--- src/rtl/dpe_ingress_arb.sv ---
// dpe_ingress_arb: packet-level round-robin arbiter.
// It merges NUM_SRC AXI-Stream sources into one registered DPE ingress stream.
// A grant is held from the first beat of a packet through its tlast beat.
// Each output beat is tagged with its source index on m_tid.
// Optional macro DPE_ARB_CPU_PRIO_EN: when defined, source 0 (CPU) wins every
// IDLE arbitration in which it requests. A packet already in PASS is never
// pre-empted.
module dpe_ingress_arb #(
  parameter int  NUM_SRC = 5,
  parameter int  DATA_W  = 64,
  localparam int KEEP_W  = DATA_W / 8,
  localparam int ID_W    = $clog2(NUM_SRC)
) (
  input  logic                      clk,
  input  logic                      arst_n,
  input  logic [NUM_SRC*DATA_W-1:0] s_tdata,
  input  logic [NUM_SRC*KEEP_W-1:0] s_tkeep,
  input  logic [NUM_SRC-1:0]        s_tvalid,
  input  logic [NUM_SRC-1:0]        s_tlast,
  output logic [NUM_SRC-1:0]        s_tready,
  output logic [DATA_W-1:0]         m_tdata,
  output logic [KEEP_W-1:0]         m_tkeep,
  output logic                      m_tvalid,
  output logic                      m_tlast,
  output logic [ID_W-1:0]           m_tid,
  input  logic                      m_tready,
  output logic                      busy
);

  // One extra bit so that rr_ptr + offset can be wrapped without overflow.
  localparam int SUM_W = ID_W + 1;

  typedef enum logic {IDLE = 1'b0, PASS = 1'b1} state_t;

  state_t            state_reg, state_next;
  logic [ID_W-1:0]   gnt_reg;
  logic [ID_W-1:0]   rr_ptr_reg;
  logic [ID_W-1:0]   pick;
  logic              found;
  logic [SUM_W-1:0]  sum;

  logic [DATA_W-1:0] src_data [NUM_SRC];
  logic [KEEP_W-1:0] src_keep [NUM_SRC];

  logic              cur_valid;
  logic              cur_last;
  logic              out_free;
  logic              accept;

  // Split the flat source buses into per-source lanes for clean indexing by gnt.
  generate
    for (genvar gi = 0; gi < NUM_SRC; gi++) begin : g_lane
      assign src_data[gi] = s_tdata[gi*DATA_W +: DATA_W];
      assign src_keep[gi] = s_tkeep[gi*KEEP_W +: KEEP_W];
    end
  endgenerate

  assign cur_valid = s_tvalid[gnt_reg];
  assign cur_last  = s_tlast[gnt_reg];
  // The output register can take a beat when it is empty or being drained.
  assign out_free  = ~m_tvalid | m_tready;
  assign accept    = (state_reg == PASS) & cur_valid & out_free;

  // Round-robin pick: first requesting source scanning upward from rr_ptr, wrapping.
  always_comb begin
    pick  = '0;
    found = 1'b0;
    sum   = '0;
    for (int k = 0; k < NUM_SRC; k++) begin
      sum = {1'b0, rr_ptr_reg} + SUM_W'(k);
      if (sum >= SUM_W'(NUM_SRC)) begin
        sum = sum - SUM_W'(NUM_SRC);
      end
      if (!found && s_tvalid[sum[ID_W-1:0]]) begin
        found = 1'b1;
        pick  = sum[ID_W-1:0];
      end
    end
`ifdef DPE_ARB_CPU_PRIO_EN
    // CPU overrides the rotation, but only when a new packet is being chosen.
    if (s_tvalid[0]) begin
      pick = '0;
    end
`endif
  end

  // FSM state register.
  always_ff @(posedge clk or negedge arst_n) begin
    if (!arst_n) begin
      state_reg <= IDLE;
    end else begin
      state_reg <= state_next;
    end
  end

  // FSM next state: grant on any request, release after the tlast beat is taken.
  always_comb begin
    state_next = state_reg;
    case (state_reg)
      IDLE:    if (|s_tvalid) state_next = PASS;
      PASS:    if (accept && cur_last) state_next = IDLE;
      default: state_next = IDLE;
    endcase
  end

  // FSM outputs: only the granted source sees ready, and only in PASS.
  always_comb begin
    s_tready = '0;
    busy     = 1'b0;
    if (state_reg == PASS) begin
      s_tready[gnt_reg] = out_free;
      busy              = 1'b1;
    end
  end

  // Grant latch and round-robin pointer; pointer advances past the finished source.
  always_ff @(posedge clk or negedge arst_n) begin
    if (!arst_n) begin
      gnt_reg    <= '0;
      rr_ptr_reg <= '0;
    end else begin
      if (state_reg == IDLE && |s_tvalid) begin
        gnt_reg <= pick;
      end
      if (accept && cur_last) begin
        rr_ptr_reg <= (gnt_reg == ID_W'(NUM_SRC - 1)) ? '0 : gnt_reg + ID_W'(1);
      end
    end
  end

  // Output register: load on accept, drain on m_tready, otherwise hold.
  always_ff @(posedge clk or negedge arst_n) begin
    if (!arst_n) begin
      m_tdata  <= '0;
      m_tkeep  <= '0;
      m_tvalid <= 1'b0;
      m_tlast  <= 1'b0;
      m_tid    <= '0;
    end else if (accept) begin
      m_tdata  <= src_data[gnt_reg];
      m_tkeep  <= src_keep[gnt_reg];
      m_tvalid <= 1'b1;
      m_tlast  <= cur_last;
      m_tid    <= gnt_reg;
    end else if (m_tready) begin
      m_tvalid <= 1'b0;
    end
  end

endmodule

--- config.mk ---
export PLATFORM = sky130hd
export DESIGN_NAME = dpe_ingress_arb
export DESIGN_NICKNAME = d
export VERILOG_FILES = /design/src/rtl/dpe_ingress_arb.sv
export SDC_FILE = /design/constraint.sdc
export NUM_CORES = 1
export LEC_CHECK = 0
export ABC_AREA = 1
export CAP_MARGIN = 20
export CORE_AREA = 8 8 169 171
export CTS_CLUSTER_SIZE = 28
export DETAILED_ROUTE_END_ITERATION = 12
export DIE_AREA = 0 0 177 179
export PLACE_DENSITY_LB_ADDON = 0.25
export SKIP_LAST_GASP = 1
export SLEW_MARGIN = 15
export SYNTH_ARGS = -nofsm -noshare
export SYNTH_HDL_FRONTEND = slang
export SYNTH_SLANG_ARGS = --single-unit
--- constraint.sdc ---
create_clock -name clk -period 3.1 [get_ports clk]
set_clock_uncertainty 0.1 [all_clocks]
set_input_delay 0.62 -clock clk [delete_from_list [all_inputs] [get_ports clk]]
set_output_delay 0.62 -clock clk [all_outputs]
set_load 0.01 [all_outputs]
== Word level (Yosys, flattened, before mapping) ==
Index checks and enable logic that the tools add are counted.

* $add $sub $neg: 10
* Multiply operators: 0
* Divide/modulo/power cells: 0
* Magnitude comparators: 13
* Equality and inequality tests: 1
* Shift operators: 0
* Muxes and demuxes: 44
* Bitwise gates (word level): 7
* Reduce and logical (&&, ||, !) cells: 13

{| class="wikitable"
|+ Operator list
! kind !! number
|-
| 64-bit binary-select mux with 3-bit select || 1
|-
| 64-bit two-way mux || 2
|-
| 3-bit two-way mux || 11
|-
| 8-bit binary-select mux with 3-bit select || 1
|-
| 3-bit by 4-bit < comparator with 1-bit output (second input constant) || 6
|-
| 1-bit binary-select mux with 3-bit select || 7
|-
| 1-bit two-way mux || 17
|-
| 4-bit by 3-bit greater-or-equal comparator with 1-bit output (second input constant) || 4
|-
| 8-bit two-way mux || 2
|-
| 3-bit subtractor (second input constant) || 5
|-
| 3-bit by 2-bit adder with 4-bit output (second input constant) || 2
|-
| 1-bit logical AND || 7
|-
| 5-bit AND || 1
|-
| 5-bit two-way mux || 1
|-
| 5-bit OR reduction || 1
|-
| 3-bit by 1-bit adder with 4-bit output (second input constant) || 1
|-
| 3-bit by 3-bit adder with 4-bit output (second input constant) || 1
|-
| 4-bit greater-or-equal comparator (second input constant) || 1
|-
| 1-bit zero test || 4
|-
| 3-bit inverter with 4-bit output || 1
|-
| 3-bit by 1-bit adder with 3-bit output (second input constant) || 1
|-
| 1-bit demux with 3-bit select || 1
|-
| 3-bit equality test (second input constant) || 1
|-
| 3-bit by 1-bit greater-or-equal comparator with 1-bit output (second input constant) || 1
|-
| other kinds (6) || 8
|}

* Bits in registers: 84
* Latch bits: 0
* Bits in writable memories: 0
* Bits in read-only memories: 0
* Input port bits: 373
* Output and inout port bits: 83
* Word-level logic and storage cells: 96
* Memories: 0

== Depth between registers and ports, before layout ==
* Word-level depth: 17
* Mapped depth: 19
* Mapped depth without buffers: 18

== Least setup slack after synthesis ==
No wires, ideal clock.

* Path kind: register -> register
* Start: register rr_ptr_reg[0]
* End: register gnt_reg[0]
* Arrival time: 2.372 ns
* Slack: 0.512 ns
* Cell stages (with the launch flop): 18
* Buffers on the path: 1
* Clock period less this slack: 2.588 ns
* Path through: dfrtp_1 inv_1 buf_4 ha_1 inv_1 fa_1 inv_1 nand2_1 nand3_1 nand2_1 nand3_1 nand3_1 nand2_1 nand3_1 nor2_2 a21oi_1 nand2_1 nand2_1

* Cells in the longest elaborated chain, start to end: 17
* Elaborated cells between the ends (all ways): 46
* Classes of those cells: 9 x add/sub; 5 x order compare; 24 x mux; 8 x reduce/logical

{| class="wikitable"
|+ Ends and longest elaborated chain
! what !! RTL line !! text
|-
| from (decl) || 37 || <nowiki>logic [ID_W-1:0] rr_ptr_reg;</nowiki>
|-
| from (signal assigned) || 126 || <nowiki>rr_ptr_reg <= (gnt_reg == ID_W'(NUM_SRC - 1)) ? '0 : gnt_reg + ID_W'(1);</nowiki>
|-
| parallel branches: the longest is 16 deep, another holds 3-bit by 1-bit adder with 4-bit output || n/a ||
|-
| 3-bit two-way mux * || 74 || <nowiki>if (!found && s_tvalid[sum[ID_W-1:0]]) begin</nowiki>
|-
| to (signal assigned) || 123 || <nowiki>gnt_reg <= pick;</nowiki>
|-
| to (decl) || 36 || <nowiki>logic [ID_W-1:0] gnt_reg;</nowiki>
|}

Mark *: on every way between the ends. The select of a mux whose other input is x is not followed.
A chain may end at the register's enable or synchronous reset.

== Worst setup path after layout ==
* Start: input m_tready
* End: output s_tready[4]

* Cells in the longest elaborated chain, start to end: 3

{| class="wikitable"
|+ Ends and longest elaborated chain
! what !! RTL line !! text
|-
| from (decl) || 26 || <nowiki>input logic m_tready,</nowiki>
|-
| 1-bit OR || 61 || <nowiki>assign out_free = ~m_tvalid | m_tready;</nowiki>
|-
| 5-bit AND (no source line) || n/a ||
|-
| 5-bit two-way mux || 110 || <nowiki>if (state_reg == PASS) begin</nowiki>
|-
| to (decl) || 20 || <nowiki>output logic [NUM_SRC-1:0] s_tready,</nowiki>
|}

No other way between the ends.

==> metrics <==
status=finished clean; Max Fanout on Critical Path=5; combinational share of power=69.1%; Post-synth ARST share=100%; die height=179 um; Pwr per Cell Area=888 mW/mm2; Vias=8,432; vias in the first global route=8,263; Syn Area/Cell=6.91 um2; Max transition margin=49.0%; Multi-input gate area=0.00373 mm2; final hold vios=0; Antenna Nets Post-Route=0; met2 WL=19.6 mm; initial antenna violation count=7; Syn Inst Count=902; total CTS buffers=9; H-tree depth=3; Metal-1 WL=15.6 mm; max cap viols=0; Min-Delay Path Class=in -> async; Net Sw Power=0.00486 W; fmax=340 MHz; Post-Synthesis Cell Area=0.00623 mm2; CTS Buffer Depth=2; boundary pin count=456; Filler Cell Count=2,640; # rows=59; Clock Root Buffer=clkbuf_16; synthesized flop and latch total=84; Netlist cell types=34; Post-synth top flop=dfrtp_1; slack of the worst reg-to-reg path=0.39 ns; CTS sink count=84; Clk pwr share=11.1%; die area=0.0317 mm2; critical path type=in -> out; DRT Wirelength=38.6 mm; Least-Margin Pin Slew=0.765 ns; number of flip-flops in the largest register=64; final setup fails=0; routed len/inst=23.2 um; Reg power frac=19.8%; Final GP Congestion=0.962; CORE AREA=0.0258 mm2; CP arrival=2.22 ns; leak pwr=4.44 nW; CTS tree=done; Crit path required time=2.38 ns; switch share=47.9%; grt total ovfl=0; Largest Register=m_tdata; Vias per Instance=5.07; Nets=1,704; Reg clk slew, reported paths=0.07 ns; max-slew violations=0; fraction of the cycle the final worst path needs=94.8%; Reg area=0.00210 mm2; hold_ws=0.234 ns; Synthesized Nets=1,286; Tot Pwr=0.0102 W; met3 wire length=2.65 mm; crit start category=input pin; yosys warns=0; Period minus WS final=2.94 ns; drt initial violations=631; first-pass GRT wire length=55.4 mm; Clock Latency Late Sink=0.34 ns; dpl hpwl=30.2 mm; Layout area overhead=83.7%; EDFF count, synth=0; Total GRT Usage=23.1%; die width=177 um; IO Port Bufs=455; TNS Setup=0 ns; top layer in use=met5; Worst IR Drop VDD=0.493 mV; Starting Density=24.2%; post-synthesis sequential area ratio=33.7%; largest net degree at the start of global routing=105; DRT Pass-1 Iters=5; share of cells above drive strength 1=4.00%; CP endpoint kind=primary output; top flop regs=m_tdata (64), m_tkeep (8); P_int=0.00530 W; Remaining DRCs=0
==> power by group through the flow <==
| stage | sequential, W | combinational (W) | clock [W] |
|---|---|---|---|
| after global routing | 0.00208 | 0.00776 | 0.00121 |
| after CTS | 0.00200 | 0.00707 | 0.00117 |
| after global placement | 0.00200 | 0.00700 | 0 |
| after detailed placement | 0.00201 | 0.00705 | 0 |
| after floorplan | 0.00222 | 0.00383 | 0 |
| final | 0.00201 | 0.00702 | 0.00113 |
==> placed cells by master, fill, tap and decap left out, types with 9 or more instances in the layout <==
master,count
a41oi_1,16
a32o_1,16
a21oi_1,21
nand3_1,57
nor3_1,27
buf_4,14
nor2_1,196
clkdlybuf4s50_1,454
a31oi_1,56
inv_1,29
clkbuf_16,9
dfrtp_1,82
ha_1,10
nand4_1,11
o21ai_0,49
a221oi_1,56
nand2_1,177
==> layout make-up <==
cell class,instances,area share [%]
well taps,335,3.66
flip-flops and latches,84,18.4
repair buffers,473,41.5
clock inverters,4,0.427
diodes,5,0.109
multi-input cells,717,32.6
clock buffers,11,2.12
inverters,35,1.16
==> cell usage after synthesis (4+ instances only) <==
| library cell | n | area [um2] |
|---|---|---|
| clkbuf_1 | 35 | 131 |
| inv_1 | 29 | 109 |
| ha_1 | 10 | 125 |
| a221oi_1 | 56 | 490 |
| nor2_1 | 196 | 736 |
| nand4_1 | 11 | 68.8 |
| buf_1 | 5 | 18.8 |
| buf_2 | 23 | 115 |
| o21ai_1 | 4 | 20.0 |
| nand2_1 | 177 | 664 |
| nor3_1 | 29 | 145 |
| a21oi_1 | 21 | 105 |
| a32o_1 | 16 | 160 |
| o21ai_0 | 49 | 245 |
| a41oi_1 | 16 | 140 |
| a31oi_1 | 56 | 350 |
| nand3_1 | 57 | 285 |
| inv_2 | 6 | 22.5 |
| dfrtp_1 | 84 | 2100 |
==> layer usage <==
| layer | vias to the layer above | track usage, % |
|---|---|---|
| met1 | 4003 | 28.4 |
| met3 | 48 | 4.51 |
| met4 | 4 | 5.88 |
| met2 | 332 | 40.6 |
| li1 | 4045 | - |
| met5 | - | 0 |
==> worst max-delay path: stages <==
cell,delay [ns]
clkdlybuf4s50_1,0.47
nor2_1,0.08
nor2_1,0.10
inv_1,0.16
nor4_2,0.20
clkdlybuf4s50_1,0.59
==> through the flow <==
stage	cell area, um2	util, %	std cells	worst slack [ns]
after global placement	11100	43.2	1644	0.149
final	11400	44.4	1664	0.161
after global routing	11400	44.4	1664	-0.00120
after detailed placement	11100	43.2	1644	0.109
after floorplan	6230	-	902	0.512
after CTS	11400	44.3	1659	0.0868
==> cells by family after synthesis <==
logic type               Yosys count  share of synthesized area (%)
adder cells (fa/ha/maj)           11                           2.33
buffers and inverters            101                           6.73
AO/OA/AOI/OAI                    223                           25.0
AND/OR/NAND/NOR                  481                           31.9
XOR/XNOR                           2                          0.281
flip-flops                        84                           33.7
==> worst paths after layout <==
| kind | cells past startpoint | to | start |
|---|---|---|---|
| worst min register to register | 1 | m_tlast$_DFFE_PN0P_ | m_tlast$_DFFE_PN0P_ |
| max in group asynchronous | 2 | m_tdata[51]$_DFFE_PN0P_ | arst_n |
| worst min-delay path | 1 | m_tdata[57]$_DFFE_PN0P_ | arst_n |
| worst max register to register | 15 | gnt_reg[2]$_DFFE_PN0P_ | rr_ptr_reg[1]$_DFFE_PN0P_ |
| min in group clk | 1 | m_tlast$_DFFE_PN0P_ | m_tlast$_DFFE_PN0P_ |
| worst max-delay path | 6 | s_tready[4] | m_tready |
==> repair_timing <==
item | CTS | global route
gates resized for setup | 0 | 2
hold buffers | 0 | 0
setup endpoints to repair | 0 | 4
buffers inserted | 0 | 0
Note: power is estimated with default switching activity, not from simulation.
